`src/rtl/fpu_add_arbiter.sv`:
```
// fpu_add_arbiter: two-requester front end for a fixed-latency FP adder.
// Grants one request at a time (round-robin, or fixed priority to
// requester 0 when FPU_ARB_FIXED_PRIO_EN is defined), holds operands
// stable for the adder, pulses add_start for START_LEN cycles, waits
// ADDER_LAT cycles, then presents the result on a valid/ready response.
// Optional build macro: FPU_ARB_FIXED_PRIO_EN (fixed priority, pointer unused).
module fpu_add_arbiter #(
  parameter int ADDER_LAT = 20,  // 1..255
  parameter int START_LEN = 2    // 1..15
) (
  input  logic        Clock,
  input  logic        reset,
  input  logic        req0_valid,
  input  logic        req1_valid,
  output logic        req0_ready,
  output logic        req1_ready,
  input  logic [31:0] req0_a,
  input  logic [31:0] req0_b,
  input  logic [31:0] req1_a,
  input  logic [31:0] req1_b,
  input  logic        req0_mode,
  input  logic        req1_mode,
  output logic [31:0] add_A,
  output logic [31:0] add_B,
  output logic        add_mode,
  output logic        add_start,
  input  logic [31:0] add_Product,
  output logic        rsp_valid,
  input  logic        rsp_ready,
  output logic        rsp_id,
  output logic [31:0] rsp_data,
  output logic        busy
);

  typedef enum logic [1:0] {
    ST_IDLE  = 2'd0,
    ST_START = 2'd1,
    ST_WAIT  = 2'd2,
    ST_RESP  = 2'd3
  } state_t;

  state_t      state_r;
  state_t      next_state_s;
  logic [3:0]  start_cnt_r;
  logic [7:0]  wait_cnt_r;
  logic        start_last_s;
  logic        wait_last_s;
  logic        grant0_s;
  logic        grant1_s;
  logic        accept_s;
  logic        accept_id_s;

  assign start_last_s = (start_cnt_r == 4'(START_LEN - 1));
  assign wait_last_s  = (wait_cnt_r == 8'(ADDER_LAT - 1));
  assign accept_s     = req0_ready | req1_ready;
  assign accept_id_s  = req1_ready;

`ifdef FPU_ARB_FIXED_PRIO_EN
  // Fixed priority: requester 0 always wins when both are valid.
  always_comb begin
    grant0_s = 1'b0;
    grant1_s = 1'b0;
    if (req0_valid) begin
      grant0_s = 1'b1;
    end else if (req1_valid) begin
      grant1_s = 1'b1;
    end else begin
      grant0_s = 1'b0;
      grant1_s = 1'b0;
    end
  end
`else
  logic last_grant_r;  // 1 = requester 1 was granted last

  // Round-robin: on a tie, the requester not granted last wins.
  always_comb begin
    grant0_s = 1'b0;
    grant1_s = 1'b0;
    if (req0_valid && req1_valid) begin
      grant0_s = last_grant_r;
      grant1_s = ~last_grant_r;
    end else if (req0_valid) begin
      grant0_s = 1'b1;
    end else if (req1_valid) begin
      grant1_s = 1'b1;
    end else begin
      grant0_s = 1'b0;
      grant1_s = 1'b0;
    end
  end

  // Last-grant pointer, updated on every accepted request.
  always_ff @(posedge Clock or negedge reset) begin
    if (!reset) begin
      last_grant_r <= 1'b1;
    end else if (accept_s) begin
      last_grant_r <= accept_id_s;
    end else begin
      last_grant_r <= last_grant_r;
    end
  end
`endif

  // State register.
  always_ff @(posedge Clock or negedge reset) begin
    if (!reset) begin
      state_r <= ST_IDLE;
    end else begin
      state_r <= next_state_s;
    end
  end

  // Next-state decode.
  always_comb begin
    next_state_s = state_r;
    case (state_r)
      ST_IDLE: begin
        if (accept_s) begin
          next_state_s = ST_START;
        end else begin
          next_state_s = ST_IDLE;
        end
      end
      ST_START: begin
        if (start_last_s) begin
          next_state_s = ST_WAIT;
        end else begin
          next_state_s = ST_START;
        end
      end
      ST_WAIT: begin
        if (wait_last_s) begin
          next_state_s = ST_RESP;
        end else begin
          next_state_s = ST_WAIT;
        end
      end
      ST_RESP: begin
        if (rsp_ready) begin
          next_state_s = ST_IDLE;
        end else begin
          next_state_s = ST_RESP;
        end
      end
      default: next_state_s = ST_IDLE;
    endcase
  end

  // State-decoded outputs: ready is only offered while idle.
  always_comb begin
    req0_ready = 1'b0;
    req1_ready = 1'b0;
    busy       = 1'b1;
    case (state_r)
      ST_IDLE: begin
        req0_ready = grant0_s;
        req1_ready = grant1_s;
        busy       = 1'b0;
      end
      ST_START, ST_WAIT, ST_RESP: begin
        req0_ready = 1'b0;
        req1_ready = 1'b0;
        busy       = 1'b1;
      end
      default: begin
        req0_ready = 1'b0;
        req1_ready = 1'b0;
        busy       = 1'b0;
      end
    endcase
  end

  // Phase counters for the start pulse and the adder latency window.
  always_ff @(posedge Clock or negedge reset) begin
    if (!reset) begin
      start_cnt_r <= 4'd0;
      wait_cnt_r  <= 8'd0;
    end else begin
      if (state_r == ST_START && !start_last_s) begin
        start_cnt_r <= start_cnt_r + 4'd1;
      end else begin
        start_cnt_r <= 4'd0;
      end
      if (state_r == ST_WAIT && !wait_last_s) begin
        wait_cnt_r <= wait_cnt_r + 8'd1;
      end else begin
        wait_cnt_r <= 8'd0;
      end
    end
  end

  // Registered datapath: operand capture on accept, result capture at end of WAIT.
  always_ff @(posedge Clock or negedge reset) begin
    if (!reset) begin
      add_A     <= 32'd0;
      add_B     <= 32'd0;
      add_mode  <= 1'b0;
      add_start <= 1'b0;
      rsp_valid <= 1'b0;
      rsp_id    <= 1'b0;
      rsp_data  <= 32'd0;
    end else begin
      add_start <= (next_state_s == ST_START);
      rsp_valid <= (next_state_s == ST_RESP);
      if (accept_s) begin
        add_A    <= accept_id_s ? req1_a : req0_a;
        add_B    <= accept_id_s ? req1_b : req0_b;
        add_mode <= accept_id_s ? req1_mode : req0_mode;
        rsp_id   <= accept_id_s;
      end else begin
        add_A    <= add_A;
        add_B    <= add_B;
        add_mode <= add_mode;
        rsp_id   <= rsp_id;
      end
      if (state_r == ST_WAIT && wait_last_s) begin
        rsp_data <= add_Product;
      end else begin
        rsp_data <= rsp_data;
      end
    end
  end

endmodule

```
`config.mk`:
```
export PLATFORM = sky130hd
export DESIGN_NAME = fpu_add_arbiter
export DESIGN_NICKNAME = d
export VERILOG_FILES = /design/src/rtl/fpu_add_arbiter.sv
export SDC_FILE = /design/constraint.sdc
export NUM_CORES = 1
export LEC_CHECK = 0
export BUFFER_PORTS_ARGS = -buffer_cell sky130_fd_sc_hd__clkbuf_2
export CORE_AREA = 2 2 106 108
export CTS_BUF_LIST = sky130_fd_sc_hd__clkbuf_4 sky130_fd_sc_hd__clkbuf_8
export DETAILED_ROUTE_END_ITERATION = 8
export DIE_AREA = 0 0 108 110
export GPL_TIMING_DRIVEN = 0
export MAX_ROUTING_LAYER = met4
export PLACE_DENSITY = 0.92
export SLEW_MARGIN = 5
export SYNTH_ARGS = -nofsm -noshare
export SYNTH_HDL_FRONTEND = slang
export SYNTH_SLANG_ARGS = --single-unit
```
`constraint.sdc`:
```
create_clock -name Clock -period 4 [get_ports Clock]
set_input_delay 0.6 -clock Clock [delete_from_list [all_inputs] [get_ports Clock]]
set_output_delay 0.6 -clock Clock [all_outputs]
set_load 0.01 [all_outputs]
```
==> impl_metrics.ini <==
[outcome]
run_status = completed

[sta]
report.final.hold_viol_count = 0
timing_worst_slew_pin_value_ps = 857.2
maxSlewViolCount = 0
share_of_the_clock_period_used_by_the_worst_path_after_layout_pct = 70.57
period_needed_ps = 2823
clock.fmax_ghz = 0.3542
hold-worst-slack_ps = 310.6
setup_viol = 0
slew_headroom_pct = 42.86
finalSetupTns_ps = 0
unrepaired_setup_endpoints_after_global_routing = no
timing.clock.skew_ps = 12.09
postLayoutSetupSlackWorst_ps = 1177

[route]
drt_iter0_drc = 281
detail-route-antenna-nets = 0
routed-via-count = 4408
drt_pass1_iterations = 4
via_count_normalized_by_instance_count = 5.395
drt_drc_violations_left = 0
wl_per_cell_um = 17.56
wl_final_um = 14350

[floorplan]
fp.coreArea_um2 = 10700
io_pins = 270
fp-row-count = 38
die-area_um2 = 11880
dieWidth_um = 108
starting_density_pct = 45.94
dieHeight_um = 110

[synth]
syn-num-nets = 548
synthDistinctLibCells = 33
netlist_area_um2 = 4915
synth.avg_cell_area_um2 = 13.00
ys_seq_area_share_pct = 58.58
flop_and_latch_count_out_of_synthesis = 115
ys.warnings.count = 0
number_of_standard_cells_after_synthesis = 378
synth-edff-count = 0
synth_top_flop_cell = sky130_fd_sc_hd__dfrtp_1
async_flop_share_pct = 100.0

[layout]
post_layout_nonfiller_instances = 817
drive_above_1_share_pct = 52.29
antenna_cells = 0
layout.cells.most_common = sky130_fd_sc_hd__clkbuf_2
nNetsFinal = 836
layout_common_cells = sky130_fd_sc_hd__clkbuf_2, sky130_fd_sc_hd__dfrtp_1, sky130_fd_sc_hd__a221o_1
area.growth.synth_to_final_pct = 38.19

[min_path]
hold_crit_path_type = input pin to asynchronous set/reset pin

[setup_path]
worst_setup_path_start_kind = register
critical_path_required_ps = 3400
cp_arrival_ps = 2220
path_max_fanout = 10
r2r_cells = 4
timing.critical_path.slowest_cell_delay_ps = 490
critical_path.top_delay_family = buffers and inverters
minimum_setup_slack_among_reg_to_reg_paths_ps = 2070
worstPathCellList = buf_6 > a211oi_1 > clkbuf_1 > nand2_1 > inv_1 > clkbuf_2
critPathCaptureType = output port
worstPathBufferInverterCount = 4
timing.setup.critical_path_class = register to output port
worstReg2RegStart = last_grant_r
reg2reg_to = add_A[28]
critical_path.slowest_cell = sky130_fd_sc_hd__clkbuf_1

[clocking]
clock_latency_ps = 420
cts_sinks = 115
cts_tree = yes
cts_hold_repair.buffers = 0
cts-root-to-sink-buffers = 2
cts_setup_buffers = 0
clk_root_buffer_cell = sky130_fd_sc_hd__clkbuf_8
cts_htree_levels = 4
cts_made_buffers = 17
cts_repair_resize_count = 0
cts.reportedPaths.clkPinSlew_ps = 60

[global_route]
first_global_vias = 4313
grt_start_max_net_pins = 116
track_usage_pct = 24.20
grt_first_pass_wirelength_um = 21210
number_of_antenna_violations_at_the_first_check_in_global_routing = 0
globalRoute.totalOverflow = 0

[place]
dpl.hpwl_um = 10870
post-place-cells = 787
gp_congestion = 0.7932
io_buffers = 269
dpl_worst_slack_ps = 1377

[pwr]
static-leakage-power_nw = 3.724
powerDensity_nw_per_um2 = 648.6
report.power.total_w = 0.004405
worst_ir_drop_vdd_mv = 0.3427

[run]
max_cap_violations = 0
[logic make-up after synthesis]
family,count (synthesis),share of synthesized area [%]
AOI/OAI and AO/OA,83,16.01
xor gates and xnor gates,4,0.7130
adders and majority gates,3,0.7638
buffers and inverters,43,4.506
DFF,115,58.58
muxes,32,7.332
and+or+nand+nor,98,12.09
[worst register-to-register path: cells and delay by family (launching register included)]
| kind | cells | cell delay, ps |
|---|---|---|
| AO/OA/AOI/OAI | 2 | 780 |
| buffers and inverters | 2 | 570 |
| flip-flops | 1 | 530 |
[per-stage QoR]
| stage | utilization [%] | area (um2) |
|---|---|---|
| floorplan | - | 4915 |
| global placement | 60.16 | 6436 |
| detailed placement | 60.25 | 6445 |
| CTS | 63.49 | 6792 |
| global route | 63.49 | 6792 |
| finish | 63.49 | 6792 |
[worst max-delay path by stage]
| stage | depth (start not counted) | startpoint | slack [ps] | end |
|---|---|---|---|---|
| global placement | 1 | reset | 880 | add_B[4] |
| floorplan | 4 | req0_valid | 2110 | req1_ready |
| detailed placement | 6 | req0_valid | 1380 | req1_ready |
| finish | 6 | state_r[1] | 1180 | req1_ready |
| global route | 6 | state_r[1] | 1000 | req1_ready |
| CTS | 6 | state_r[1] | 1100 | req1_ready |
[synthesized netlist by cell type, types with 4 or more instances]
cell	n	area, um2
sky130_fd_sc_hd__dfrtp_1	114	2853
sky130_fd_sc_hd__a221o_1	66	660.6
sky130_fd_sc_hd__and3_1	65	406.6
sky130_fd_sc_hd__mux2_2	29	326.6
sky130_fd_sc_hd__clkbuf_1	14	52.55
sky130_fd_sc_hd__nor2_1	12	45.04
sky130_fd_sc_hd__buf_2	11	55.05
sky130_fd_sc_hd__inv_1	9	33.78
sky130_fd_sc_hd__o21ai_0	7	35.03
sky130_fd_sc_hd__nand3_1	6	30.03
sky130_fd_sc_hd__buf_4	4	30.03
sky130_fd_sc_hd__buf_6	4	45.04
[routing by layer]
layer | track usage (%) | part of all wire, % | vias up
li1 | - | - | 2033
met1 | 28.87 | 41 | 2124
met2 | 40.39 | 51 | 229
met3 | 5.291 | 6.6 | 22
met4 | 9.615 | 1.7 | 0
met5 | - | 0 | -
[report_power, final]
| part | switching [W] | total (W) | internal (W) |
|---|---|---|---|
| Clock | 0.000433 | 0.000944 | 0.000511 |
| Sequential | 0.000246 | 0.00180 | 0.00155 |
| Combinational | 0.000874 | 0.00167 | 0.000791 |
[state kept, by name (all words and copies together), names as in the netlist, 2 cells and up]
name / cells
add_A: 32
add_B: 32
rsp_data: 32
start_cnt_r: 4
state_r: 2
wait_cnt_r: 8
[cell type report]
cell class | count | area, um2
multi-input combinational | 220 | 1814
sequential | 115 | 2879
fill | 847 | 3906
inverter | 9 | 33.78
buffer | 34 | 187.7
clock buffer | 25 | 319.1
tap | 140 | 175.2
timing repair buffer | 269 | 1355
clock inverter | 5 | 27.53
Note: power is estimated with default switching activity, not from simulation.
